File: src/rtl/mkio_bus_switch.sv
// MKIO redundant-bus switch: locks onto the channel that carried the command, routes the
// response back onto that channel only, and supersedes on sustained activity elsewhere.
module mkio_bus_switch #(
  parameter int unsigned N_CH         = 2,
  parameter int unsigned IDLE_TIMEOUT = 128,
  parameter int unsigned SWITCH_FILT  = 16,
  parameter int unsigned GUARD_CYC    = 10,
  localparam int unsigned CW          = (N_CH > 1) ? $clog2(N_CH) : 1
) (
  input  logic            clk32,
  input  logic            reset,
  input  logic [N_CH-1:0] di1,
  input  logic [N_CH-1:0] di0,
  input  logic [N_CH-1:0] ch_enable,
  output logic [N_CH-1:0] do1,
  output logic [N_CH-1:0] do0,
  output logic [N_CH-1:0] rx_strob,
  output logic [N_CH-1:0] tx_inhibit,
  output logic            rx_di1,
  output logic            rx_di0,
  input  logic            tx_do1,
  input  logic            tx_do0,
  input  logic            tx_busy,
  output logic            clk16,
  output logic [CW-1:0]   active_ch,
  output logic            locked,
  output logic            ch_switch,
  output logic            other_act
);

  localparam int unsigned IW = $clog2(IDLE_TIMEOUT + 1);
  localparam int unsigned FW = $clog2(SWITCH_FILT + 1);
  localparam int unsigned GW = $clog2(GUARD_CYC + 1);

  typedef enum logic [1:0] {
    ST_IDLE  = 2'd0,
    ST_LOCK  = 2'd1,
    ST_TX    = 2'd2,
    ST_GUARD = 2'd3
  } state_t;

  state_t                   state, state_n;
  logic [CW-1:0]            ach_n;
  logic [IW-1:0]            idle_cnt, idle_n;
  logic [GW-1:0]            guard_cnt, guard_n;
  logic [N_CH-1:0][FW-1:0]  filt, filt_n;
  logic                     sw_n, oact_n;

  logic [N_CH-1:0] meta_di1, meta_di0, s_di1, s_di0;
  logic [N_CH-1:0] act, tx_sel;
  logic [CW-1:0]   lowest_act, sup_ch;
  logic            sup_hit, tx_side;

  // Two-flop synchronisers on the line receiver outputs
  always_ff @(posedge clk32 or posedge reset) begin
    if (reset) begin
      meta_di1 <= '0;
      meta_di0 <= '0;
      s_di1    <= '0;
      s_di0    <= '0;
    end else begin
      meta_di1 <= di1;
      meta_di0 <= di0;
      s_di1    <= meta_di1;
      s_di0    <= meta_di0;
    end
  end

  // A differential line showing unequal levels means bus activity
  always_comb begin
    act     = ch_enable & (s_di1 ^ s_di0);
    tx_side = (state == ST_TX) || (state == ST_GUARD);
    for (int i = 0; i < int'(N_CH); i++) begin
      tx_sel[i] = tx_side && (CW'(i) == active_ch);
    end
  end

  // Response goes only onto the locked channel, and never onto a disabled one
  assign do1 = {N_CH{tx_do1}} & tx_sel & ch_enable;
  assign do0 = {N_CH{tx_do0}} & tx_sel & ch_enable;

  always_ff @(posedge clk32 or posedge reset) begin
    if (reset) begin
      state      <= ST_IDLE;
      active_ch  <= '0;
      idle_cnt   <= '0;
      guard_cnt  <= '0;
      filt       <= '0;
      locked     <= 1'b0;
      ch_switch  <= 1'b0;
      other_act  <= 1'b0;
      clk16      <= 1'b0;
      rx_di1     <= 1'b0;
      rx_di0     <= 1'b0;
      rx_strob   <= '0;
      tx_inhibit <= '1;
    end else begin
      state      <= state_n;
      active_ch  <= ach_n;
      idle_cnt   <= idle_n;
      guard_cnt  <= guard_n;
      filt       <= filt_n;
      locked     <= (state_n != ST_IDLE);
      ch_switch  <= sw_n;
      other_act  <= oact_n;
      clk16      <= ~clk16;
      rx_di1     <= (state == ST_LOCK) ? s_di1[active_ch] : 1'b0;
      rx_di0     <= (state == ST_LOCK) ? s_di0[active_ch] : 1'b0;
      rx_strob   <= ch_enable & ~tx_sel;
      tx_inhibit <= ~tx_sel;
    end
  end

  always_comb begin
    state_n    = state;
    ach_n      = active_ch;
    idle_n     = idle_cnt;
    guard_n    = guard_cnt;
    filt_n     = '0;
    sw_n       = 1'b0;
    oact_n     = other_act;
    lowest_act = '0;
    sup_hit    = 1'b0;
    sup_ch     = '0;

    for (int i = int'(N_CH) - 1; i >= 0; i--) begin
      if (act[i]) lowest_act = CW'(i);
    end

    // Foreign activity while we are answering is only reported, never acted on
    if (tx_side) begin
      for (int i = 0; i < int'(N_CH); i++) begin
        if (act[i] && (CW'(i) != active_ch)) oact_n = 1'b1;
      end
    end

    case (state)
      ST_IDLE: begin
        idle_n  = '0;
        guard_n = '0;
        if (|act) begin
          state_n = ST_LOCK;
          ach_n   = lowest_act;
        end
      end

      ST_LOCK: begin
        if (act[active_ch]) idle_n = '0;
        else if (idle_cnt != IW'(IDLE_TIMEOUT)) idle_n = idle_cnt + IW'(1);

        // Descending scan leaves the lowest qualifying channel in sup_ch
        for (int j = int'(N_CH) - 1; j >= 0; j--) begin
          if (act[j] && (CW'(j) != active_ch)) begin
            filt_n[j] = (filt[j] == FW'(SWITCH_FILT)) ? filt[j] : filt[j] + FW'(1);
          end
          if (filt_n[j] == FW'(SWITCH_FILT)) begin
            sup_hit = 1'b1;
            sup_ch  = CW'(j);
          end
        end

        if (!ch_enable[active_ch]) begin
          state_n = ST_IDLE;
          idle_n  = '0;
          filt_n  = '0;
        end else if (tx_busy) begin
          state_n = ST_TX;
          guard_n = '0;
          filt_n  = '0;
        end else if (sup_hit) begin
          ach_n  = sup_ch;
          sw_n   = 1'b1;
          idle_n = '0;
          filt_n = '0;
        end else if (idle_n == IW'(IDLE_TIMEOUT)) begin
          state_n = ST_IDLE;
          idle_n  = '0;
          filt_n  = '0;
        end
      end

      ST_TX: begin
        if (!tx_busy) begin
          state_n = ST_GUARD;
          guard_n = '0;
        end
      end

      ST_GUARD: begin
        if (tx_busy) begin
          state_n = ST_TX;
        end else begin
          if (guard_cnt != GW'(GUARD_CYC)) guard_n = guard_cnt + GW'(1);
          if (guard_n == GW'(GUARD_CYC)) begin
            state_n = ST_LOCK;
            idle_n  = '0;
          end
        end
      end

      default: state_n = ST_IDLE;
    endcase
  end

endmodule

File: config.mk
export PLATFORM = sky130hd
export DESIGN_NAME = mkio_bus_switch
export DESIGN_NICKNAME = d
export VERILOG_FILES = /design/src/rtl/mkio_bus_switch.sv
export SDC_FILE = /design/constraint.sdc
export NUM_CORES = 1
export LEC_CHECK = 0
export ABC_CLOCK_PERIOD_IN_PS = 3600
export CAP_MARGIN = 20
export CORE_ASPECT_RATIO = 0.5
export CORE_MARGIN = 2
export CORE_UTILIZATION = 60
export CTS_CLUSTER_DIAMETER = 80
export DETAILED_ROUTE_END_ITERATION = 10
export GPL_TIMING_DRIVEN = 0
export PLACE_DENSITY = 0.84
export SKIP_LAST_GASP = 1
export SYNTH_ARGS = -nofsm -noshare
export SYNTH_HDL_FRONTEND = slang
export SYNTH_SLANG_ARGS = --single-unit
export TNS_END_PERCENT = 50
File: constraint.sdc
create_clock -name clk32 -period 3.6 [get_ports clk32]
set_input_delay 0.36 -clock clk32 [delete_from_list [all_inputs] [get_ports clk32]]
set_output_delay 0.36 -clock clk32 [all_outputs]
set_load 0.05 [all_outputs]
==> results of run 1 <==
metal layers:
metal / vias to the layer above / part of all wire
met5: - / 0
met4: 0 / 0.012
met3: 9 / 0.056
met2: 55 / 0.49
met1: 920 / 0.44
li1: 914 / -
cell families after synthesis:
family | after synthesis
simple gates | 97
compound gates | 48
flops | 43
buf+inv | 23
xor+xnor | 14
fa+ha+maj | 8
mux | 6
where the power goes:
part,leakage (nW),total (mW),switching [mW],internal [mW]
logic,0.559,0.559,0.358,0.200
clock network,0.0654,0.445,0.168,0.277
registers,0.548,0.602,0.0515,0.551
total,1.17,1.61,0.577,1.03
layout make-up:
type | count | area, µm²
buffer | 10 | 50.05
multi-input combinational | 173 | 1209
clock buffer | 6 | 72.57
fill | 283 | 1027
sequential | 43 | 1079
timing repair buffer | 25 | 250.2
inverter | 13 | 48.80
clock inverter | 2 | 60.06
tap | 54 | 67.56
final timing paths:
check | end | depth (start not counted) | slack, ns | from
min in group asynchronous | filt[5] | 2 | 0.56 | reset
worst max register to register | filt[7] | 7 | 1.20 | idle_cnt[1]
worst min register to register | s_di1[1] | 0 | 0.35 | meta_di1[1]
worst max-delay path | do0[0] | 4 | 0.95 | state[1]
worst min-delay path | s_di1[1] | 0 | 0.35 | meta_di1[1]
max in group asynchronous | meta_di1[0] | 2 | 2.48 | reset
critical path: stages (launching register included):
cell and delay, ns:
dfrtp_1 0.42, clkbuf_1 0.35, nor2b_1 0.24, and3_1 0.18, clkdlybuf4s50_1 0.80
cell usage in the layout, fill, tap and decap left out, drive strengths merged, types with 2 or more instances in the layout:
master	n
dfrtp	41
clkdlybuf4s50	25
nand2	22
nor2	13
inv	13
o21ai	13
and2	11
clkbuf	11
nand3	10
xnor2	9
nor3	8
ha	8
nor2b	6
xor2	5
a21oi	5
buf	5
a31oi	5
or3	4
mux2i	4
and3	4
o211ai	4
nand2b	3
nand4	3
o21a	3
nor4b	3
nand4bb	2
a32oi	2
o32a	2
mux2	2
and3b	2
a211oi	2
a21o	2
and4	2
o31ai	2
o221ai	2
bufinv	2
dfstp	2
nor3b	2
metrics by stage:
| stage | setup WS [ns] | cell area, µm² | utilization | instances | hold WS (ns) |
|---|---|---|---|---|---|
| final | 0.9533 | 2836 | 0.7341 | 326 | 0.3510 |
| after global routing | 0.8226 | 2836 | 0.7341 | 326 | 0.3605 |
| after CTS | 0.9417 | 2836 | 0.7341 | 326 | 0.3528 |
| after floorplan | 1.464 | 2386 | - | 239 | 0.3312 |
| after detailed placement | 1.179 | 2704 | 0.6998 | 318 | 0.3347 |
| after global placement | 1.219 | 2704 | 0.6998 | 318 | 0.3332 |
==> flow_metrics.py, run 1 <==
metrics = {
    "status": {
        "status": "finished, final reports clean",
    },
    "grt": {
        "antenna_found_initial": 0,
        "grt_pass1_vias": 1918,
        "grtUsageMet3": 0.04984,
        "grt_use_met2": 0.4239,
        "grt_max_degree": 44,
        "grt_pass1_wl_um": 8776,
        "busiest_layer": "met2",
        "overflow": 0,
        "grtUsageMet1": 0.3193,
        "track_usage": 0.2469,
    },
    "die": {
        "start_util": 0.6176,
        "io_pins": 26,
        "die_y_um": 48.59,
        "die_area_um2": 4528,
        "die_w_um": 93.18,
        "fp-row-count": 16,
        "core_area_um2": 3864,
    },
    "detailed_routing": {
        "vias_per_cell": 5.822,
        "firstDrtPassIters": 4,
        "wl_per_cell_um": 14.93,
        "drt-total-wl_um": 4868,
        "antenna_left": 0,
        "vias": 1898,
        "drc_errors": 0,
        "drt_iter0_drc": 156,
    },
    "worst_setup_path": {
        "crit_type": "reg2out",
        "crit_path_end_kind": "output pin",
        "cp_max_fo": 10,
        "critPathLaunchType": "register",
        "cp.arrival_ns": 2.29,
        "crit_required_ns": 3.24,
    },
    "logic_synthesis": {
        "yosys.area_share.simple": 0.2428,
        "synthCells": 239,
        "synthMuxAreaShare": 0.02622,
        "syn-cell-area_um2": 2386,
        "yosysUniqueCellTypes": 54,
        "synth_compound_gate_area_share": 0.1442,
        "synth_common_cells": "dfrtp_1 (41), nand2_1 (22), inv_1 (13), nor2_1 (13), and2_1 (10)",
        "ys_seq_elements": 43,
        "synth-edff-count": 0,
        "synth_ff_type": "dfrtp_1",
        "yosys.area.top_type": "dfrtp_1",
        "synthAdderAreaFrac": 0.04195,
        "synthXorXnorAreaFrac": 0.05139,
        "yosysMostFrequentCell": "dfrtp_1",
        "ys_warn_count": 0,
        "synth_top_family_by_area": "simple AND/OR/NAND/NOR gates",
        "postSynthAreaPerCell_um2": 9.983,
        "synth_area_leaders": "dfrtp_1 (43%), ha_1 (4.2%), nand2_1 (3.5%), xnor2_1 (3.3%), and2_1 (2.6%)",
        "ys_seq_area_frac": 0.4520,
        "syn_nets": 258,
        "synth-async-reset-ratio": 1.000,
        "synth_top_area_share": 0.4300,
    },
    "hold_path": {
        "hold_path_class": "reg2reg",
    },
    "timing": {
        "fin_crit_sh": 0.7352,
        "rsz0062_at_grt": "no",
        "tightest_slew_ns": 0.8685,
        "hold_viol": 0,
        "report.final.setup_viol": 0,
        "period_needed_ns": 2.647,
        "tns_ns": 0,
        "slew_violations": 0,
        "fin_skew_ns": 0.01114,
        "fmax_ghz": 0.3778,
        "slew_headroom": 0.4202,
    },
    "clocking": {
        "clk_pin_slew_ns": 0.08,
        "insertion_delay_ns": 0.31,
        "cts_buffer_depth": 2,
        "cts_made_buffers": 5,
        "cts_tree": "built",
        "cts_root_buf": "clkbuf_8",
        "post-cts-setup-buffers": 0,
        "cts-resized-gates": 0,
        "htree_levels": 2,
        "postCtsHoldBufs": 0,
        "clock-sinks": 43,
    },
    "finish": {
        "largest_reg_flops": 10,
        "top_regs": "filt: 10 flops, idle_cnt: 8 flops, guard_cnt: 4 flops",
        "drive_gt1_frac": 0.1103,
        "nNetsFinal": 290,
        "syn2layout_area_growth_pct": 18.88,
        "insertedDiodeCount": 0,
        "regMostFlops": "filt",
    },
    "job": {
        "maxCapViolCount": 0,
    },
    "place": {
        "dp_hpwl_um": 3464,
        "portBuffers": 25,
        "gp_congestion": 0.8605,
    },
    "power": {
        "power_density_nw_per_um2": 566.1,
        "vdd_drop_max_mv": 0.2824,
        "finalPower_mw": 1.606,
        "p_leak_nw": 1.172,
    },
}
Power figures use the tool's default switching activity.
==> inputs of run 2 (changes only) <==
ABC_CLOCK_PERIOD_IN_PS = 2340   (was 3600)
CORE_UTILIZATION = 51   (was 60)
PLACE_DENSITY = 0.76   (was 0.84)
clock period = 2.34 ns   (was 3.6 ns; I/O delays follow)
==> flow_metrics.py, run 2 (same netlist as run 1, synthesis figures left out) <==
metrics = {
    "finish": {
        "largest_reg_flops": 10,
        "final_cell_mix": "dfrtp_1 (39), nand2_1 (22), clkdlybuf4s50_1 (21)",
        "regMostFlops": "filt",
        "nFillCells": 359,
        "syn2layout_area_growth_pct": 22.65,
        "top_regs": "filt: 10 flops, idle_cnt: 8 flops, guard_cnt: 4 flops",
        "insertedDiodeCount": 0,
        "nNetsFinal": 297,
        "fin_cells": 336,
        "final_common_cell": "dfrtp_1",
        "drive_gt1_frac": 0.1720,
    },
    "hold_path": {
        "whs_endpoint": "s_di1[1]",
        "min_path_cells": 0,
        "hold_path_class": "reg2reg",
        "hold_path_startpoint": "meta_di1[1]",
    },
    "detailed_routing": {
        "antenna_left": 0,
        "vias": 1908,
        "vias_per_cell": 5.679,
        "drt_iter0_drc": 121,
        "firstDrtPassIters": 4,
        "drt-total-wl_um": 5092,
        "drc_errors": 0,
        "wl_per_cell_um": 15.15,
    },
    "die": {
        "fp-row-count": 17,
        "die_w_um": 100.7,
        "core_area_um2": 4446,
        "io_pins": 26,
        "start_util": 0.5367,
        "die_y_um": 52.37,
        "die_area_um2": 5275,
    },
    "timing": {
        "whs_ns": 0.3533,
        "slew_violations": 0,
        "report.final.setup_viol": 0,
        "rsz0062_at_grt": "no",
        "slew_headroom": 0.4098,
        "period_needed_ns": 2.258,
        "fin_crit_sh": 0.9648,
        "fmax_ghz": 0.4430,
        "fin_skew_ns": 0.007969,
        "tightest_slew_ns": 0.8841,
        "worst_slack_ns": 0.08242,
        "hold_viol": 0,
    },
    "worst_setup_path": {
        "critPathLaunchType": "register",
        "r2r_end": "filt[7]",
        "crit_path_end_kind": "register",
        "r2r_cells": 8,
        "reg2reg_slack_ns": 0.08,
        "crit_required_ns": 2.55,
        "cp.arrival_ns": 2.46,
        "cp_max_fo": 6,
        "timing.rr.start": "idle_cnt[1]",
        "crit_type": "reg2reg",
    },
    "grt": {
        "track_usage": 0.2101,
        "grt_pass1_vias": 1826,
        "grt_max_degree": 44,
        "overflow": 0,
        "grt_pass1_wl_um": 8487,
        "antenna_found_initial": 0,
    },
    "clocking": {
        "clk_pin_slew_ns": 0.09,
        "cts_tree": "built",
        "cts_buffer_depth": 2,
        "clock-sinks": 43,
        "cts_root_buf": "clkbuf_8",
        "insertion_delay_ns": 0.31,
        "htree_levels": 2,
        "cts_made_buffers": 5,
    },
    "place": {
        "portBuffers": 25,
        "preCtsSetupSlack_ns": -0.1251,
        "gp_congestion": 0.8227,
        "dp_hpwl_um": 3543,
        "dpl.cell_count": 321,
    },
    "job": {
        "maxCapViolCount": 0,
    },
    "status": {
        "status": "finished, final reports clean",
    },
    "power": {
        "finalPower_mw": 2.276,
        "power_density_nw_per_um2": 777.8,
        "vdd_drop_max_mv": 0.3750,
        "p_leak_nw": 1.210,
    },
}
[run 2: worst max-delay path, stage by stage (launching register included)]
cell and delay, ns:
dfrtp_2 0.43, ha_2 0.27, nand3_2 0.09, and2_4 0.17, or4b_4 0.50, nor4b_4 0.26, buf_4 0.19, nor4b_4 0.06
and3_1 0.20
[run 2: report_power, final]
part / internal (mW) / total (mW) / switching [mW] / leakage (nW)
Clock: 0.208 / 0.481 / 0.273 / 0.0402
Combinational: 0.315 / 0.864 / 0.549 / 0.626
Sequential: 0.849 / 0.931 / 0.0823 / 0.544
[run 2: per-stage QoR]
stage | setup TNS, ns | cell area [µm²] | util
2_1_floorplan | 0 | 2386 | -
3_3_place_gp | -0.06389 | 2708 | 0.6091
3_5_place_dp | -0.9277 | 2708 | 0.6091
4_1_cts | 0 | 2834 | 0.6375
5_1_grt | 0 | 2927 | 0.6583
6_report | 0 | 2927 | 0.6583
[run 2: layer usage]
metal  GRT usage  up-vias  wire, µm
li1            -      921         -
met5           0        -         0
met2      0.3433       41      2421
met4     0.07306        0        48
met1      0.2781      940      2425
met3     0.04933        6       195
[run 2: how the worst max path moves through the flow]
stage	cells past startpoint	slack (ns)	startpoint	to
2_1_floorplan	7	0.20	idle_cnt[1]	filt[7]
3_3_place_gp	7	-0.04	idle_cnt[1]	filt[7]
3_5_place_dp	7	-0.13	idle_cnt[1]	filt[7]
4_1_cts	8	0.009	filt[0]	idle_cnt[5]
5_1_grt	8	0.007	idle_cnt[1]	filt[7]
6_report	8	0.08	idle_cnt[1]	filt[7]
[run 2: cell type report]
class / count / area (µm²) / share of cell area
well taps: 57 / 71.32 / 0.02437
clock buffers: 5 / 68.82 / 0.02351
plain buffers: 10 / 60.06 / 0.02052
flip-flops and latches: 43 / 1081 / 0.3694
repair buffers: 32 / 299.0 / 0.1022
multi-input cells: 173 / 1277 / 0.4365
inverters: 13 / 48.80 / 0.01667
clock inverters: 3 / 20.02 / 0.006841
[run 2: repair_timing]
action,in CTS,in global routing
endpoints found under the setup margin,15,23
gates resized for setup,7,18
endpoints found under the hold margin,0,0
pin swaps,1,7
buffers inserted,3,4
hold buffers,0,0
